===== config.mk =====
export PLATFORM = sky130hd
export DESIGN_NAME = quadrature_encoder_gen
export DESIGN_NICKNAME = d
export VERILOG_FILES = /design/src/rtl/quad_pkg.sv /design/src/rtl/quad_step_timer.sv /design/src/rtl/quadrature_encoder_gen.sv
export SDC_FILE = /design/constraint.sdc
export NUM_CORES = 1
export LEC_CHECK = 0
export BUFFER_PORTS_ARGS = -buffer_cell sky130_fd_sc_hd__buf_2
export CAP_MARGIN = 0
export CORE_MARGIN = 2
export CORE_UTILIZATION = 50
export CTS_CLUSTER_DIAMETER = 50
export DETAILED_ROUTE_END_ITERATION = 12
export PLACE_DENSITY = 0.75
export RECOVER_POWER = 50
export SKIP_LAST_GASP = 1
export SYNTH_ARGS = -nofsm -noshare
export SYNTH_HDL_FRONTEND = slang
export SYNTH_SLANG_ARGS = --single-unit
export TNS_END_PERCENT = 30

===== constraint.sdc =====
create_clock -name CLK -period 3.1 [get_ports CLK]
set_input_delay 0.31 -clock CLK [delete_from_list [all_inputs] [get_ports CLK]]
set_output_delay 0.31 -clock CLK [all_outputs]
set_load 0.01 [all_outputs]

===== src/rtl/quad_pkg.sv =====
// rtl/quad_pkg.sv - shared types and constants for the quadrature encoder generator
package quad_pkg;

  typedef enum logic {
    IDLE = 1'b0,
    RUN  = 1'b1
  } state_e;

  // Phase encodings are {signalA, signalB}
  localparam logic [1:0] PH_00 = 2'b00;
  localparam logic [1:0] PH_10 = 2'b10;
  localparam logic [1:0] PH_11 = 2'b11;
  localparam logic [1:0] PH_01 = 2'b01;

  localparam logic DIR_CW  = 1'b1;
  localparam logic DIR_CCW = 1'b0;

  function automatic logic [1:0] next_phase(input logic [1:0] ab, input logic dir);
    logic [1:0] nxt;
    nxt = ab;
    if (dir == DIR_CW) begin
      case (ab)
        PH_00:   nxt = PH_10;
        PH_10:   nxt = PH_11;
        PH_11:   nxt = PH_01;
        default: nxt = PH_00;
      endcase
    end else begin
      case (ab)
        PH_00:   nxt = PH_01;
        PH_01:   nxt = PH_11;
        PH_11:   nxt = PH_10;
        default: nxt = PH_00;
      endcase
    end
    return nxt;
  endfunction

endpackage


===== src/rtl/quad_step_timer.sv =====
// rtl/quad_step_timer.sv - reloadable down-counter producing a one-cycle tick per period
module quad_step_timer #(
  parameter int PERIOD_W = 16
) (
  input  logic                CLK,
  input  logic                RST_N,
  input  logic                load,
  input  logic                en,
  input  logic [PERIOD_W-1:0] period,
  output logic                tick
);

  logic [PERIOD_W-1:0] cnt_q, cnt_d;

  // Expiry reloads from the same period input, so edges stay exactly period apart
  assign tick = en && !load && (cnt_q <= PERIOD_W'(1));

  always_comb begin
    cnt_d = cnt_q;
    if (load) begin
      cnt_d = period;
    end else if (en) begin
      cnt_d = tick ? period : cnt_q - PERIOD_W'(1);
    end
  end

  always_ff @(posedge CLK or negedge RST_N) begin
    if (!RST_N) begin
      cnt_q <= '0;
    end else begin
      cnt_q <= cnt_d;
    end
  end

endmodule


===== src/rtl/quadrature_encoder_gen.sv =====
// rtl/quadrature_encoder_gen.sv - emits a counted, paced quadrature A/B edge train
module quadrature_encoder_gen
  import quad_pkg::*;
#(
  parameter int PERIOD_W = 16,
  parameter int STEP_W   = 16
) (
  input  logic                CLK,
  input  logic                RST_N,
  input  logic                start,
  input  logic                dir,
  input  logic [STEP_W-1:0]   steps,
  input  logic [PERIOD_W-1:0] period,
  input  logic                abort,
  output logic                signalA,
  output logic                signalB,
  output logic                busy,
  output logic                done,
  output logic [STEP_W-1:0]   position
);

  state_e              state_q, state_d;
  logic [1:0]          ab_q, ab_d;
  logic                dir_q, dir_d;
  logic [STEP_W-1:0]   rem_q, rem_d;
  logic [STEP_W-1:0]   pos_q, pos_d;
  logic [PERIOD_W-1:0] period_q, period_d;
  logic                busy_q, busy_d;
  logic                done_q, done_d;

  logic                tmr_load, tmr_en, tmr_tick;
  logic [PERIOD_W-1:0] period_eff, tmr_period;

  assign period_eff = (period == '0) ? PERIOD_W'(1) : period;
  assign tmr_en     = (state_q == RUN) && !abort;
  assign tmr_period = tmr_load ? period_eff : period_q;

  quad_step_timer #(.PERIOD_W(PERIOD_W)) u_timer (
    .CLK    (CLK),
    .RST_N  (RST_N),
    .load   (tmr_load),
    .en     (tmr_en),
    .period (tmr_period),
    .tick   (tmr_tick)
  );

  always_comb begin
    state_d  = state_q;
    ab_d     = ab_q;
    dir_d    = dir_q;
    rem_d    = rem_q;
    pos_d    = pos_q;
    period_d = period_q;
    busy_d   = busy_q;
    done_d   = 1'b0;
    tmr_load = 1'b0;
    case (state_q)
      IDLE: begin
        if (start && !abort) begin
          if (steps != '0) begin
            state_d  = RUN;
            dir_d    = dir;
            rem_d    = steps;
            period_d = period_eff;
            busy_d   = 1'b1;
            tmr_load = 1'b1;
          end else begin
            done_d = 1'b1;
          end
        end
      end
      RUN: begin
        // Abort wins over a coincident tick so no edge leaks out after it
        if (abort) begin
          state_d = IDLE;
          busy_d  = 1'b0;
        end else if (tmr_tick) begin
          ab_d  = next_phase(ab_q, dir_q);
          pos_d = (dir_q == DIR_CW) ? pos_q + STEP_W'(1) : pos_q - STEP_W'(1);
          rem_d = rem_q - STEP_W'(1);
          if (rem_q == STEP_W'(1)) begin
            state_d = IDLE;
            busy_d  = 1'b0;
            done_d  = 1'b1;
          end
        end
      end
      default: state_d = IDLE;
    endcase
  end

  always_ff @(posedge CLK or negedge RST_N) begin
    if (!RST_N) begin
      state_q  <= IDLE;
      ab_q     <= PH_00;
      dir_q    <= DIR_CCW;
      rem_q    <= '0;
      pos_q    <= '0;
      period_q <= '0;
      busy_q   <= 1'b0;
      done_q   <= 1'b0;
    end else begin
      state_q  <= state_d;
      ab_q     <= ab_d;
      dir_q    <= dir_d;
      rem_q    <= rem_d;
      pos_q    <= pos_d;
      period_q <= period_d;
      busy_q   <= busy_d;
      done_q   <= done_d;
    end
  end

  assign signalA  = ab_q[1];
  assign signalB  = ab_q[0];
  assign busy     = busy_q;
  assign done     = done_q;
  assign position = pos_q;

endmodule


==> results of run 1 <==
registers in the layout (all words and copies together) (netlist names):
signal	flops
done	1
rem_q	16
busy	1
u_timer.cnt_q	16
dir_q	1
state_q	1
position	16
period_q	16
ab_q	2
power by group through the flow:
stage | clock network [mW] | logic, mW | registers (mW)
final | 0.757 | 0.689 | 1.26
after floorplan | 0 | 0.507 | 1.22
after CTS | 0.767 | 0.691 | 1.26
after global routing | 0.809 | 0.784 | 1.29
after global placement | 0 | 0.662 | 1.27
after detailed placement | 0 | 0.688 | 1.27
critical path: stages, from the launching register on:
cell	delay, ns
dfrtp_1	0.42
inv_1	0.27
ha_1	0.35
a21o_1	0.21
a21oi_1	0.29
o31ai_1	0.18
a21o_1	0.22
a211oi_1	0.30
o21ai_0	0.14
a31oi_1	0.17
worst paths after layout:
kind / from / end / slack (ns) / depth (start not counted)
max: dir_q / position[14] / 0.46 / 9
min: period[12] / period_q[12] / 0.18 / 3
max reg2reg: dir_q / position[14] / 0.46 / 9
min reg2reg: position[15] / position[15] / 0.47 / 1
max in group asynchronous: RST_N / rem_q[12] / 0.85 / 2
min in group asynchronous: RST_N / position[10] / 0.45 / 1
synth_stat cells, types with 2 or more instances:
cell type,number
nand2_1,94
dfrtp_1,70
o21ai_0,55
nor2_1,45
a21oi_1,35
ha_1,18
clkbuf_1,16
nor4_1,14
nand3_1,13
inv_1,12
nor3_1,12
xnor2_1,11
a211oi_1,9
a21o_1,8
o21a_1,8
xor2_1,8
o22ai_1,6
o31ai_1,6
and3_1,5
nand2b_1,5
nor2b_1,5
a22oi_1,3
a31oi_1,3
buf_1,3
buf_2,3
nand4_1,3
nor3b_1,3
o211ai_1,3
o221a_2,3
or4_1,3
a222oi_1,2
a41oi_1,2
mux2_2,2
mux2i_1,2
o22a_1,2
cell families after synthesis:
kind of cell | count (synthesis)
fa+ha+maj | 19
flops | 70
simple gates | 209
mux | 4
xor+xnor | 19
compound gates | 151
buf+inv | 35
per-stage QoR:
stage	power, mW	setup WS, ns	instances	util	area, um2
finish	2.71	0.456	673	0.587	4820
global route	2.88	0.198	673	0.587	4820
CTS	2.71	0.443	673	0.590	4850
detailed placement	1.96	0.492	658	0.566	4650
global placement	1.93	0.616	658	0.566	4650
floorplan	1.73	0.684	507	-	4220
final cells by class:
class | count | area (um2) | area share
repair buffers | 69 | 362 | 0.0750
inverters | 12 | 45.0 | 0.00935
clock buffers | 10 | 138 | 0.0286
multi-input cells | 402 | 2330 | 0.484
flip-flops and latches | 70 | 1750 | 0.363
clock inverters | 5 | 58.8 | 0.0122
well taps | 105 | 131 | 0.0273
layer usage:
layer	track usage	part of all wire
met4	0.0881	0.020
met2	0.386	0.47
met1	0.343	0.46
met5	0	0
met3	0.0392	0.050
==> flow_summary.json, run 1 <==
{
  "outcome": "finished, violations left",
  "violations": "max-capacitance violations, max-slew violations",
  "synth_cell_types": 50,
  "grt_pass1_vias": 3691,
  "cts_root_buf": "clkbuf_8",
  "p_leak_nw": 2.22,
  "synth_xor_area_frac": 0.0394,
  "post_cts_resized": 0,
  "critPathRequiredTime_ns": 3.36,
  "setup-tns-final_ns": 0,
  "start_kind": "register",
  "core_area_um2": 8220,
  "synth_top_family_by_area": "simple AND/OR/NAND/NOR gates",
  "syn2layout_area_growth_pct": 14.1,
  "synthAdderAreaFrac": 0.0581,
  "min_path_type": "primary input to register",
  "p_sw_frac": 0.348,
  "firstDrtPassIters": 5,
  "path_clk_slew_ns": 0.08,
  "cts_tree": "done",
  "synth_area_leaders": "dfrtp_1, nand2_1, o21ai_0",
  "syn_avg_cell_area_um2": 8.33,
  "whs_ns": 0.181,
  "grt_usage": 0.245,
  "antenna_found_initial": 0,
  "max_slew_margin": -0.216,
  "final_cell_mix": "nand2_1, dfrtp_1, o21ai_0",
  "fin_nets": 620,
  "layout_commonest_cell": "nand2_1",
  "nFillCells": 751,
  "p_comb_frac": 0.254,
  "criticalPathCategory": "register to register",
  "yosysTopAreaCell": "dfrtp_1",
  "synth_edf_count": 0,
  "end_kind": "register",
  "numPortBuffers": 56,
  "clkPwrFrac": 0.279,
  "syn_inst": 507,
  "gr-total-overflow": 0,
  "vias": 3971,
  "initial_core_util": 0.514,
  "drive_above_1_share": 0.144,
  "synth.yosys.seq_area_share": 0.415,
  "final-setup-viol-count": 0,
  "cts_buffer_depth": 2,
  "synth_nets": 563,
  "drt_wl_total_um": 10500,
  "switching_power_mw": 0.943,
  "htreeDepth": 3,
  "yosys_register_bits": 70,
  "io_pins": 57,
  "clock_latency_ns": 0.35,
  "syn_area_um2": 4220,
  "fin_skew_ns": 0.0113,
  "synth_compound_area_frac": 0.219,
  "worstMarginPinSlew_ns": 1.82,
  "via_per_inst": 5.90,
  "critical_path_arrival_ns": 2.90,
  "max_freq_ghz": 0.378,
  "gp_congestion": 0.838,
  "peakVddDrop_v": 0.000255,
  "cell_internal_pwr_mw": 1.77,
  "dieArea_um2": 9200,
  "rsz0062_at_grt": "no",
  "grt_max_degree": 41,
  "cts_buffers": 9,
  "fin_crit_sh": 0.853,
  "p_seq_frac": 0.466,
  "fin_crit_ns": 2.64,
  "postCtsSetupBuffers": 0,
  "grt_pass1_wl_um": 17700,
  "rows": 33,
  "timing.final.hold_violations": 0,
  "die_w_um": 95.9,
  "slew_viol_final": 33,
  "max-cap-violations": 1,
  "drc": 0,
  "synth_mux_area_frac": 0.0101,
  "drt_iter0_drc": 285,
  "wl_per_cell_um": 15.6,
  "synth.top_cell.area_share": 0.415,
  "synth_simple_gate_area_frac": 0.226,
  "critPathMaxFanout": 9,
  "hpwlAfterDp_um": 7560,
  "clock_sinks": 70,
  "synthFlopType": "dfrtp_1",
  "antenna_cells": 0,
  "dieHeight_um": 95.9,
  "async_reset_ff_frac": 1.00,
  "yosys_warnings": 0,
  "holdBufCountCts": 0,
  "cellPowerDensity_nw_per_um2": 562,
  "antenna_left": 0
}
Power figures use the tool's default switching activity.
==> inputs of run 2 (changes only) <==
--- a/config.mk
+++ b/config.mk
@@ -8,11 +8,12 @@
 export BUFFER_PORTS_ARGS = -buffer_cell sky130_fd_sc_hd__buf_2
 export CAP_MARGIN = 0
 export CORE_MARGIN = 2
-export CORE_UTILIZATION = 50
+export CORE_UTILIZATION = 29
 export CTS_CLUSTER_DIAMETER = 50
 export DETAILED_ROUTE_END_ITERATION = 12
-export PLACE_DENSITY = 0.75
+export PLACE_DENSITY = 0.5
 export RECOVER_POWER = 50
+export REMOVE_ABC_BUFFERS = 1
 export SKIP_LAST_GASP = 1
 export SYNTH_ARGS = -nofsm -noshare
 export SYNTH_HDL_FRONTEND = slang
==> run 2 against run 1 <==
The flow now finishes without violations. First-iteration DRC count shrank 24%. Cell count grew 12%. Utilization shrank 24 points. Clock power grew 47%. Maximum frequency shrank 2.9%. Die area grew 69%. Clock skew shrank 0.0042 ns. Sequential power is essentially flat. Critical path type unchanged. Highest routed layer is now met5.
==> flow_summary.json, run 2 (synthesized netlist as in run 1, its figures left out) <==
{
  "syn2layout_area_growth_pct": 19.4,
  "grt_pass1_wl_um": 19500,
  "holdBufCountCts": 1,
  "min_path_type": "primary input to register",
  "final_cell_mix": "nand2_1, dfrtp_1, o21ai_0",
  "rsz0062_at_grt": "no",
  "final-setup-viol-count": 0,
  "antenna_cells": 0,
  "max_freq_ghz": 0.367,
  "cellPowerDensity_nw_per_um2": 606,
  "fin_nets": 622,
  "fin_crit_sh": 0.878,
  "max_slew_margin": 0.103,
  "cts_buffers": 9,
  "cts_buffer_depth": 2,
  "outcome": "finished clean",
  "max-cap-violations": 0,
  "postCtsSetupBuffers": 0,
  "grt_pass1_vias": 3904,
  "drc": 0,
  "htreeDepth": 3,
  "drt_iter0_drc": 216,
  "critical_path_arrival_ns": 2.99,
  "dieHeight_um": 125,
  "clock_latency_ns": 0.34,
  "fin_crit_ns": 2.72,
  "critPathRequiredTime_ns": 3.36,
  "crit_path_cell_trace": "inv_1 > ha_1 > a21o_1 > a21oi_1 > o31ai_1 > a21o_1 > a211oi_1 > or3_1 > a31oi_1",
  "end_kind": "register",
  "via_per_inst": 5.16,
  "antenna_left": 0,
  "rows": 44,
  "vias": 3899,
  "nFillCells": 1498,
  "cts_root_buf": "clkbuf_16",
  "post_cts_resized": 0,
  "clock_sinks": 70,
  "slew_viol_final": 0,
  "fin_skew_ns": 0.00709,
  "power.total_mw": 3.06,
  "place_inst": 738,
  "fin_cells": 755,
  "io_pins": 57,
  "crit_top_cell": "a21o_1",
  "wl_per_cell_um": 15.3,
  "criticalPathCategory": "register to register",
  "numPortBuffers": 56,
  "firstDrtPassIters": 6,
  "cp_slowest_cell": "o31ai_1",
  "grt_usage": 0.153,
  "start_kind": "register",
  "drive_above_1_share": 0.130,
  "core_area_um2": 14400,
  "slowest_delay_ns": 0.51,
  "critPathMaxFanout": 9,
  "gp_congestion": 0.798,
  "timing.final.hold_violations": 0,
  "dieArea_um2": 15500,
  "cts_tree": "done",
  "initial_core_util": 0.294,
  "hpwlAfterDp_um": 8170,
  "drt_wl_total_um": 11600,
  "die_w_um": 125,
  "layout_commonest_cell": "nand2_1",
  "path_clk_slew_ns": 0.06,
  "antenna_found_initial": 1,
  "grt_max_degree": 41,
  "worstMarginPinSlew_ns": 1.35,
  "gr-total-overflow": 0,
  "peakVddDrop_v": 0.000325,
  "p_leak_nw": 2.25
}
run 2: cell count changes in the layout (fill, tap and decap cells not counted), sizes merged:
| cell | previous run | this run |
|---|---|---|
| clkbuf | 22 | 35 |
| dlygate4sd3 | 0 | 1 |
| inv | 13 | 12 |
| clkinvlp | 2 | 0 |
| clkinv | 1 | 2 |
| buf | 57 | 48 |
run 2: path summary, 6_finish.rpt:
| kind | startpoint | end | slack [ns] | depth (start not counted) |
|---|---|---|---|---|
| setup / recovery | dir_q | position[14] | 0.38 | 9 |
| hold / removal | period[3] | period_q[3] | 0.19 | 3 |
| setup reg to reg | dir_q | position[14] | 0.38 | 9 |
| hold reg to reg | period_q[13] | period_q[13] | 0.47 | 2 |
| max in group asynchronous | RST_N | rem_q[9] | 1.01 | 3 |
| min in group asynchronous | RST_N | position[12] | 0.46 | 2 |
run 2: power by group:
part	switching, mW	internal (mW)
combinational	0.389	0.302
sequential	0.180	1.08
clock	0.402	0.708
run 2: layout make-up:
cell class	count	area, um2	area share
multi-input cells	402	2330	0.463
clock inverters	3	40.0	0.00794
flip-flops and latches	70	1750	0.347
repair buffers	71	364	0.0722
well taps	184	230	0.0456
inverters	12	45.0	0.00893
clock buffers	13	280	0.0556
run 2: per-layer routing:
layer	up-vias	GRT usage	wire [um]
met5	-	0	13
met4	2	0.0416	153
met3	16	0.0460	532
met2	78	0.245	5310
met1	1875	0.202	5560
li1	1928	-	-
run 2: critical path, delay by kind of cell, from the launching register on:
kind	cells	cell delay [ns]
adders and majority gates	1	0.41
buffers and inverters	1	0.21
and+or+nand+nor	1	0.36
AOI/OAI and AO/OA	6	1.25
DFF	1	0.42
run 2: per-stage QoR:
stage	area, um2	hold slack (ns)	util	setup TNS [ns]	setup WS, ns
6_report	5040	0.190	0.351	0	0.377
5_1_grt	5040	0.207	0.351	0	0.232
4_1_cts	5080	0.178	0.353	0	0.367
3_5_place_dp	4750	0.190	0.330	0	0.476
3_3_place_gp	4750	0.179	0.330	0	0.576
2_1_floorplan	4130	0.0144	-	-1.25	-0.221
==> inputs of run 3 (changes only) <==
--- a/config.mk
+++ b/config.mk
@@ -17,5 +17,6 @@
 export SKIP_LAST_GASP = 1
 export SYNTH_ARGS = -nofsm -noshare
 export SYNTH_HDL_FRONTEND = slang
+export SYNTH_HIERARCHICAL = 1
 export SYNTH_SLANG_ARGS = --single-unit
 export TNS_END_PERCENT = 30
==> run 3 against run 2 <==
The run now ends with max-capacitance violations, max-slew violations left. First-iteration DRC count is 4.2% higher. Clock skew is 0.00095 ns higher. Area after synthesis is 6.0% higher. Hold slack better by 0.011 ns. Power is 2.1% higher. Via count is 7.2% higher. Sequential power hardly changed. Largest cell class unchanged. Largest power group unchanged.
==> flow_summary.json, run 3 <==
{
  "outcome": "finished, violations left",
  "violations": "max-capacitance violations, max-slew violations",
  "p_leak_nw": 2.38,
  "grt_pass1_vias": 4153,
  "grt_usage": 0.155,
  "slowest_delay_ns": 0.45,
  "die_w_um": 128,
  "critical_path_arrival_ns": 2.91,
  "cts_tree": "done",
  "timing.final.hold_violations": 0,
  "min_path_type": "primary input to register",
  "netlist_top_cells_count": "nand2_1, dfrtp_1, o21ai_0",
  "clock_latency_ns": 0.34,
  "cts_buffer_depth": 2,
  "slew_viol_final": 71,
  "max_slew_margin": -0.248,
  "r2r_slack_ns": 0.39,
  "cts_root_buf": "clkbuf_16",
  "syn2layout_area_growth_pct": 17.8,
  "fin_cells": 796,
  "critPathMaxFanout": 12,
  "fin_crit_ns": 2.71,
  "drive_above_1_share": 0.151,
  "hpwlAfterDp_um": 8700,
  "yosys_register_bits": 70,
  "min_from": "dir",
  "postLayoutCellArea_um2": 5270,
  "cts_buffers": 9,
  "holdBufCountCts": 0,
  "syn_area_um2": 4480,
  "fin_nets": 659,
  "critPathRequiredTime_ns": 3.30,
  "wl_per_cell_um": 15.1,
  "dieArea_um2": 16400,
  "whs_ns": 0.201,
  "final-setup-viol-count": 0,
  "gr-total-overflow": 0,
  "place_ws_ns": 0.133,
  "clock_sinks": 70,
  "grt_pass1_wl_um": 20300,
  "numPortBuffers": 56,
  "grt_max_degree": 71,
  "io_pins": 57,
  "multiInputGateArea_um2": 2540,
  "syn_inst": 545,
  "post_cts_resized": 0,
  "cp_slowest_cell": "dfrtp_1",
  "initial_core_util": 0.295,
  "worstMarginPinSlew_ns": 1.87,
  "max-cap-violations": 1,
  "fin_skew_ns": 0.00804,
  "crit_cells": 8,
  "via_per_inst": 5.25,
  "synth_area_leaders": "dfrtp_1, nand2_1, o21ai_0",
  "register_area_um2": 1750,
  "cp_top_family": "compound AO/OA/AOI/OAI gates",
  "layout_commonest_cell": "nand2_1",
  "cellPowerDensity_nw_per_um2": 592,
  "vias": 4179,
  "yosys_warnings": 6,
  "postCtsSetupBuffers": 0,
  "cell_internal_pwr_mw": 2.04,
  "synth.top_cell.area_share": 0.391,
  "setup-tns-final_ns": 0,
  "place_area_um2": 5000,
  "syn_avg_cell_area_um2": 8.21,
  "final_cell_mix": "nand2_1, dfrtp_1, o21ai_0",
  "criticalPathCategory": "register to register",
  "antenna_left": 0,
  "firstDrtPassIters": 4,
  "synth_cell_types": 62,
  "synthFlopType": "dfrtp_1",
  "r2r_start": "dir_q",
  "core_area_um2": 15100,
  "yosys.cell_count.top_type": "nand2_1",
  "setup_ws_ns": 0.393,
  "antenna_found_initial": 0,
  "end_kind": "register",
  "reg2regPathDepth": 8,
  "place_inst": 780,
  "gp_congestion": 0.864,
  "synth.yosys.seq_area_share": 0.391,
  "cp-startpoint": "dir_q",
  "drc": 0,
  "reg2reg_to": "position[13]",
  "p_seq_frac": 0.401,
  "p_sw_frac": 0.346,
  "htreeDepth": 3,
  "nFillCells": 1571,
  "crit_path_cell_trace": "inv_1 > ha_1 > a211oi_1 > o21bai_1 > a21oi_1 > o211ai_1 > nand4_1 > or3b_2",
  "drt_wl_total_um": 12100,
  "switching_power_mw": 1.08,
  "max_freq_ghz": 0.369,
  "worstSetupEndpoint": "position[13]",
  "clkPwrFrac": 0.318,
  "antenna_cells": 0,
  "rows": 45,
  "fin_crit_sh": 0.873,
  "rsz0062_at_grt": "no",
  "cp_num_buf_inv": 1,
  "start_kind": "register",
  "drt_iter0_drc": 225,
  "synth_edf_count": 0,
  "peakVddDrop_v": 0.000237,
  "dieHeight_um": 128,
  "async_reset_ff_frac": 1.00,
  "p_comb_frac": 0.281,
  "yosysTopAreaCell": "dfrtp_1",
  "path_clk_slew_ns": 0.05
}
## run 3: cell types whose count changed after synthesis, moves of 5 or more
cell / before / now
or3_1: 1 / 6
xnor2_1: 11 / 6
inv_1: 12 / 22
nand3_1: 13 / 31
a211oi_1: 9 / 3
o22ai_1: 6 / 17
o311ai_0: 1 / 6
nand2_1: 94 / 106
o21ai_0: 55 / 50
nor3_1: 12 / 17
nor2_1: 45 / 25
## run 3: area by class of cell
type | instances | area share
well taps | 188 | 0.0446
clock buffers | 13 | 0.0512
flip-flops and latches | 70 | 0.332
repair buffers | 71 | 0.0721
inverters | 22 | 0.0157
multi-input cells | 429 | 0.481
clock inverters | 3 | 0.00332
## run 3: power groups by stage
stage               Sequential, mW  Combinational [mW]  Clock [mW]
floorplan                     1.23               0.642           0
global placement              1.27               0.864           0
detailed placement            1.26               0.881           0
CTS                           1.25               0.884        1.03
global route                  1.28                1.00        1.07
finish                        1.25               0.877       0.994
## run 3: cells by family (layout without fill, tap and decap cells)
| group | after synthesis | in the layout | synth area share |
|---|---|---|---|
| simple gates | 240 | 240 | 0.265 |
| compound gates | 154 | 154 | 0.214 |
| flops | 70 | 70 | 0.391 |
| buf+inv | 46 | 109 | 0.0419 |
| fa+ha+maj | 19 | 19 | 0.0548 |
| xor+xnor | 11 | 11 | 0.0215 |
| mux | 5 | 5 | 0.0112 |
## run 3: worst min path at each step
stage	endpoint	cells after the start
6_report	dir_q	3
5_1_grt	period_q[6]	3
4_1_cts	rem_q[5]	1
3_5_place_dp	period_q[8]	2
3_3_place_gp	period_q[15]	2
2_1_floorplan	ab_q[0]	0
## run 3: through the flow
stage	total power [mW]	utilization
2_1_floorplan	1.87	-
3_3_place_gp	2.13	0.330
3_5_place_dp	2.14	0.330
4_1_cts	3.16	0.349
5_1_grt	3.35	0.348
6_report	3.12	0.348
## run 3: layer usage
layer  part of all wire  global-route usage  up-vias
met5                  0                   0        -
met4              0.017              0.0595        0
met2               0.48               0.253       77
met3              0.034              0.0396       16
li1                   -                   -     2107
met1               0.47               0.197     1979
## run 3: worst register-to-register path: stages, from the launching register on
cell and delay (ns):
dfrtp_1 0.45, inv_1 0.35, ha_1 0.33, a211oi_1 0.32
o21bai_1 0.14, a21oi_1 0.25, o211ai_1 0.19, nand4_1 0.12
or3b_2 0.44
